<file path="src/rtl/sc_timer_io.sv">
// Memory-mapped prescaled countdown timer sitting on the CPU data bus.
// It has one-shot and auto-reload modes, a sticky expiry flag and a level interrupt.
//
// state  | meaning
// S_IDLE | timer disabled (CTRL.EN=0), no counting
// S_RUN  | prescaler running, COUNT decrements on each tick
// S_DONE | one-shot expired, EN cleared by hardware, waiting for software
module sc_timer_io #(
  parameter logic [31:0] BASE    = 32'hFFFF_FF00,
  parameter int          COUNT_W = 32,
  parameter int          PRE_W   = 16
) (
  input  logic        i_clock,
  input  logic        i_resetn,
  input  logic [31:0] i_addr,
  input  logic [31:0] i_wdata,
  input  logic        i_we,
  output logic        o_sel,
  output logic [31:0] o_rdata,
  output logic        o_irq
);

  typedef enum logic [1:0] {
    S_IDLE = 2'd0,
    S_RUN  = 2'd1,
    S_DONE = 2'd2
  } state_t;

  state_t             r_state;
  state_t             w_next;
  logic [2:0]         r_ctrl;
  logic [COUNT_W-1:0] r_load;
  logic [COUNT_W-1:0] r_count;
  logic               r_exp;
  logic [PRE_W-1:0]   r_pre;
  logic [PRE_W-1:0]   r_pre_cnt;

  logic [31:0] w_off;
  logic [2:0]  w_idx;
  logic        w_wr;
  logic        w_ctrl_wr;
  logic        w_load_wr;
  logic        w_count_wr;
  logic        w_stat_wr;
  logic        w_pre_wr;
  logic        w_tick;
  logic        w_expire;
  logic        w_oneshot;
  logic [31:0] w_count_ext;
  logic [31:0] w_load_ext;
  logic [31:0] w_pre_ext;
  logic        w_unused_ok;

  // The offset is computed by subtraction, so BASE does not need to be window-aligned.
  assign w_off = i_addr - BASE;
  assign o_sel = (i_addr >= BASE) && (w_off < 32'h20);
  assign w_idx = w_off[4:2];

  assign w_wr       = i_we & o_sel;
  assign w_ctrl_wr  = w_wr && (w_idx == 3'd0);
  assign w_load_wr  = w_wr && (w_idx == 3'd1);
  assign w_count_wr = w_wr && (w_idx == 3'd2);
  assign w_stat_wr  = w_wr && (w_idx == 3'd3);
  assign w_pre_wr   = w_wr && (w_idx == 3'd4);

  // A CPU write to COUNT consumes the tick entirely, so no expiry occurs on that edge.
  assign w_tick    = (r_state == S_RUN) && (r_pre_cnt == r_pre);
  assign w_expire  = w_tick && (r_count == '0) && !w_count_wr;
  assign w_oneshot = w_expire && !r_ctrl[1];

  assign o_irq       = r_exp & r_ctrl[2];
  assign w_unused_ok = &{1'b0, w_off[1:0], i_wdata};

  always_comb begin
    w_next = r_state;
    case (r_state)
      S_IDLE: begin
        if (w_ctrl_wr && i_wdata[0]) w_next = S_RUN;
      end
      S_RUN: begin
        if (w_ctrl_wr)      w_next = i_wdata[0] ? S_RUN : S_IDLE;
        else if (w_oneshot) w_next = S_DONE;
      end
      S_DONE: begin
        if (w_ctrl_wr) w_next = i_wdata[0] ? S_RUN : S_IDLE;
      end
      default: w_next = S_IDLE;
    endcase
  end

  always_ff @(posedge i_clock or negedge i_resetn) begin
    if (!i_resetn) begin
      r_state   <= S_IDLE;
      r_ctrl    <= '0;
      r_load    <= '0;
      r_count   <= '0;
      r_exp     <= 1'b0;
      r_pre     <= '0;
      r_pre_cnt <= '0;
    end else begin
      r_state <= w_next;

      if (w_ctrl_wr)      r_ctrl    <= i_wdata[2:0];
      else if (w_oneshot) r_ctrl[0] <= 1'b0;

      if (w_load_wr) r_load <= i_wdata[COUNT_W-1:0];
      if (w_pre_wr)  r_pre  <= i_wdata[PRE_W-1:0];

      if (w_count_wr) begin
        r_count <= i_wdata[COUNT_W-1:0];
      end else if (w_tick) begin
        if (r_count != '0) r_count <= r_count - COUNT_W'(1);
        else if (r_ctrl[1]) r_count <= r_load;
      end

      if (w_expire)                  r_exp <= 1'b1;
      else if (w_stat_wr && i_wdata[0]) r_exp <= 1'b0;

      if ((w_ctrl_wr && i_wdata[0]) || (w_next != S_RUN)) r_pre_cnt <= '0;
      else if (w_tick)                                    r_pre_cnt <= '0;
      else                                                r_pre_cnt <= r_pre_cnt + PRE_W'(1);
    end
  end

  always_comb begin
    w_count_ext = '0;
    w_load_ext  = '0;
    w_pre_ext   = '0;
    w_count_ext[COUNT_W-1:0] = r_count;
    w_load_ext[COUNT_W-1:0]  = r_load;
    w_pre_ext[PRE_W-1:0]     = r_pre;
  end

  always_comb begin
    o_rdata = '0;
    if (o_sel) begin
      case (w_idx)
        3'd0:    o_rdata = {29'd0, r_ctrl};
        3'd1:    o_rdata = w_load_ext;
        3'd2:    o_rdata = w_count_ext;
        3'd3:    o_rdata = {31'd0, r_exp};
        3'd4:    o_rdata = w_pre_ext;
        default: o_rdata = '0;
      endcase
    end
  end

endmodule
</file>
<file path="config.mk">
export PLATFORM = sky130hd
export DESIGN_NAME = sc_timer_io
export DESIGN_NICKNAME = d
export VERILOG_FILES = /design/src/rtl/sc_timer_io.sv
export SDC_FILE = /design/constraint.sdc
export NUM_CORES = 1
export LEC_CHECK = 0
export ABC_CLOCK_PERIOD_IN_PS = 3900
export CORE_MARGIN = 2
export CORE_UTILIZATION = 35
export CTS_CLUSTER_SIZE = 8
export DETAILED_ROUTE_END_ITERATION = 12
export GPL_TIMING_DRIVEN = 0
export PLACE_DENSITY = 0.54
export SETUP_SLACK_MARGIN = 0.3
export SYNTH_ARGS = -nofsm -noshare
export SYNTH_HDL_FRONTEND = slang
export SYNTH_SLANG_ARGS = --single-unit
</file>
<file path="constraint.sdc">
create_clock -name i_clock -period 3.9 [get_ports i_clock]
set_input_delay 0.78 -clock i_clock [delete_from_list [all_inputs] [get_ports i_clock]]
set_output_delay 0.78 -clock i_clock [all_outputs]
set_load 0.02 [all_outputs]
</file>
==> summary.txt <==
Finish
  – Nets: between 800 and 900
  – Most frequent cells in the layout: 136 x nor2_1, 102 x dfrtp_1, 65 x clkdlybuf4s50_1
  – Leading cell type in the layout, fill and taps excluded: nor2_1
  – Fill cells: approximately 1600
  – # diodes: 0
  – Area growth syn-to-layout: 26.9%
  – Share of cells above drive strength 1: roughly 18%

Synthesis
  – Async SR Flop Fraction: between 90% and 100%
  – Register area share after synthesis: approximately 42%
  – Syn Nets: ~750
  – Post-synthesis instance total: approximately 680
  – Syn Area/Cell: just under 9 µm²
  – Cell Area, Synth: slightly above 6000 µm²
  – Synth Register Bits: 102
  – Primary FF master, synth: dfrtp_1
  – YS warnings: 0
  – Netlist cell types: 53
  – EDFF count, synth: 0

Timing
  – Post-route minimum period: around 3.6 ns
  – Final WS setup: between 0.2 and 0.3 ns
  – Clk_skew: a little over 0.007 ns
  – RSZ-0062 raised after global routing: true
  – Slew @ Worst Pin: between 1 and 1.5 ns
  – Fin crit share: just over 90%
  – Final Hold Viols: 0
  – Final hold slack: approximately 0.4 ns
  – Fmax: about 0.28 GHz
  – Normalized max-slew margin: 19.7%
  – Number of max-slew violations in the final report: 0
  – Final setup fails: 0

GRT
  – GRT Util Overall: between 20% and 30%
  – Global routing usage on met2: between 30% and 40%
  – M1 GR Usage: around 32%
  – GRT busiest layer: met2
  – First-pass GRT wire length: ~33 mm
  – GRT met3 Usage: just under 5%
  – Grt ovf: 0
  – Largest net degree at the start of global routing: 66
  – Initial antenna violation count: 0
  – Vias in the first global route: 5742

Detailed routing
  – Via count: just under 6000
  – Antenna-violating nets left: 0
  – Via/cell ratio: around 5.7
  – Post-Route WL: between 20 and 25 mm
  – First-pass DRT Iterations: 5
  – DRC viols: 0
  – Initial DRC count: approximately 520
  – Drt wl/cell: ~20 µm

Die
  – Die Span X: around 140 µm
  – # IOs: about 100
  – Core area: 16700 µm²
  – Initial Utilization: 36.1%
  – Die Area: 18300 µm²
  – Row count: 47
  – Chip height: about 140 µm

Power
  – Comb pwr share: between 7 and 8%
  – Int Pwr: roughly 1700 µW
  – Switch Pwr: about 500 µW
  – Clock power frac: a little over two fifths
  – Register share of total power: roughly 49%
  – Switch share: around a quarter
  – VDD IR-drop max: 0.230 mV
  – Pwr dens: ~280 nW/µm²
  – Leak Pwr: 0.00318 µW

CTS
  – Clk root buf: clkbuf_16
  – CTS Buf Count: 9
  – Clock Latency Late Sink: 0.36 ns
  – Sink Count: about 100
  – Clock Tree Buf Depth: 2
  – CTS hold repair buffers: 0
  – CTS H-tree lvls: 3
  – Worst-path clk slew: 0.07 ns
  – CTS tree: yes

Placement
  – Final HPWL DP: around 15 mm
  – Gpl congestion: between 0.8 and 0.9
  – I/O Buffers: 98
  – Pre-CTS setup slack: -0.829 ns

Status
  – Outcome: finished clean

Setup path
  – Critical path depth in cells: 9
  – Worst-path fanout max: 9
  – Reg2reg setup slack: a little under 0.3 ns
  – CP max stage cell: nor4b_2
  – Crit end category: flop
  – Startpoint types: flop
  – Cell family with most CP delay: simple AND/OR/NAND/NOR gates
  – Kind of critical path: reg2reg
  – Worst-path cell chain: inv_1, ha_1, nor3b_1, nand4_1, nor4_1, nor4b_2, nand2_1, or4_1, a31oi_1
  – Crit path DAT: about 3.9 ns
  – Peak per-stage delay on the critical path: 1.07 ns
  – Reg-to-Reg Start: r_count[0]$_DFFE_PN0P_
  – WP buf/inv: 1
  – Worst r2r dst: r_count[10]$_DFFE_PN0P_
  – Worst EP required: 4.18 ns
  – Reg2Reg Depth: 9

Worst hold path
  – Worst hold path type: in2async

Run
  – Total of max-cap violations: 0
sequential cells by signal (all words and copies together) (netlist names):
signal	count
r_count	32
r_load	32
r_pre	16
r_pre_cnt	16
r_ctrl	3
r_state	2
r_exp	1
power by group through the flow:
stage	registers (µW)	logic, µW	clock network (µW)
3_3_place_gp	1080	149	0
5_1_grt	1060	176	1010
6_report	1060	162	937
3_5_place_dp	1080	154	0
4_1_cts	1060	159	959
2_1_floorplan	1080	32.3	0
per-stage QoR:
step	power, µW	TNS, ns	utilization, %	area, µm²	instances
after floorplan	1110	0	-	6030	679
after global placement	1230	-241.04	43.6	7290	997
after detailed placement	1230	-27.55	43.8	7310	998
after CTS	2180	0	45.7	7640	1017
after global routing	2240	0	45.8	7650	1017
final	2160	0	45.8	7650	1017
routing by layer:
| layer | share of wire [%] | vias to the layer above |
|---|---|---|
| met1 | 45 | 2862 |
| met5 | 0 | - |
| li1 | - | 2691 |
| met2 | 47 | 208 |
| met3 | 6.3 | 26 |
| met4 | 1.9 | 0 |
timing repair:
action                     in CTS  in global routing
buffers inserted                4                  0
resized for setup             133                 37
pin swaps                       1                  2
setup endpoints to repair      57                 57
cell usage after synthesis (7+ instances only):
cell type	number	area, µm²
dfrtp_1	102	2550
o31ai_1	7	52.6
mux2_2	48	541
nand2_1	41	154
nand4_1	15	93.8
nor4_1	11	68.8
nand3_1	22	110
a21oi_1	33	165
a22oi_1	26	195
xor2_1	11	96.3
nor2_1	139	522
a221o_1	7	70.1
mux2i_1	7	70.1
or3_1	10	62.6
nor3_1	16	80.1
inv_1	10	37.5
clkbuf_1	31	116
o21ai_0	33	165
xnor2_1	21	184
a31oi_1	12	75.1
area by class of cell:
cell class              instances  area (µm²)  share of cell area, %
plain buffers                  39         230                   3.01
clock buffers                  11         243                   3.17
clock inverters                 4        55.1                  0.719
inverters                      10        37.5                  0.490
multi-input cells             528        3360                   43.9
flip-flops and latches        102        2550                   33.3
well taps                     220         275                   3.60
repair buffers                103         900                   11.8
worst max-delay path by stage:
stage / startpoint / endpoint / slack [ns]
after detailed placement: i_addr[4] / o_rdata[4] / -0.83
after global routing: r_count[0]$_DFFE_PN0P_ / r_count[10]$_DFFE_PN0P_ / 0.14
after CTS: i_addr[4] / o_rdata[4] / 0.26
after floorplan: i_addr[5] / o_rdata[10] / 0.52
final: r_count[0]$_DFFE_PN0P_ / r_count[10]$_DFFE_PN0P_ / 0.30
after global placement: i_resetn / r_pre_cnt[11]$_DFF_PN0_ / -2.12
kinds of logic after synthesis:
| kind of cell | synth area share, % |
|---|---|
| AOI/OAI and AO/OA | 15.9 |
| xor gates and xnor gates | 4.65 |
| adders and majority gates | 0.415 |
| buffers and inverters | 3.51 |
| DFF | 42.3 |
| muxes | 10.4 |
| and+or+nand+nor | 22.8 |
Note: power is estimated with default switching activity, not from simulation.
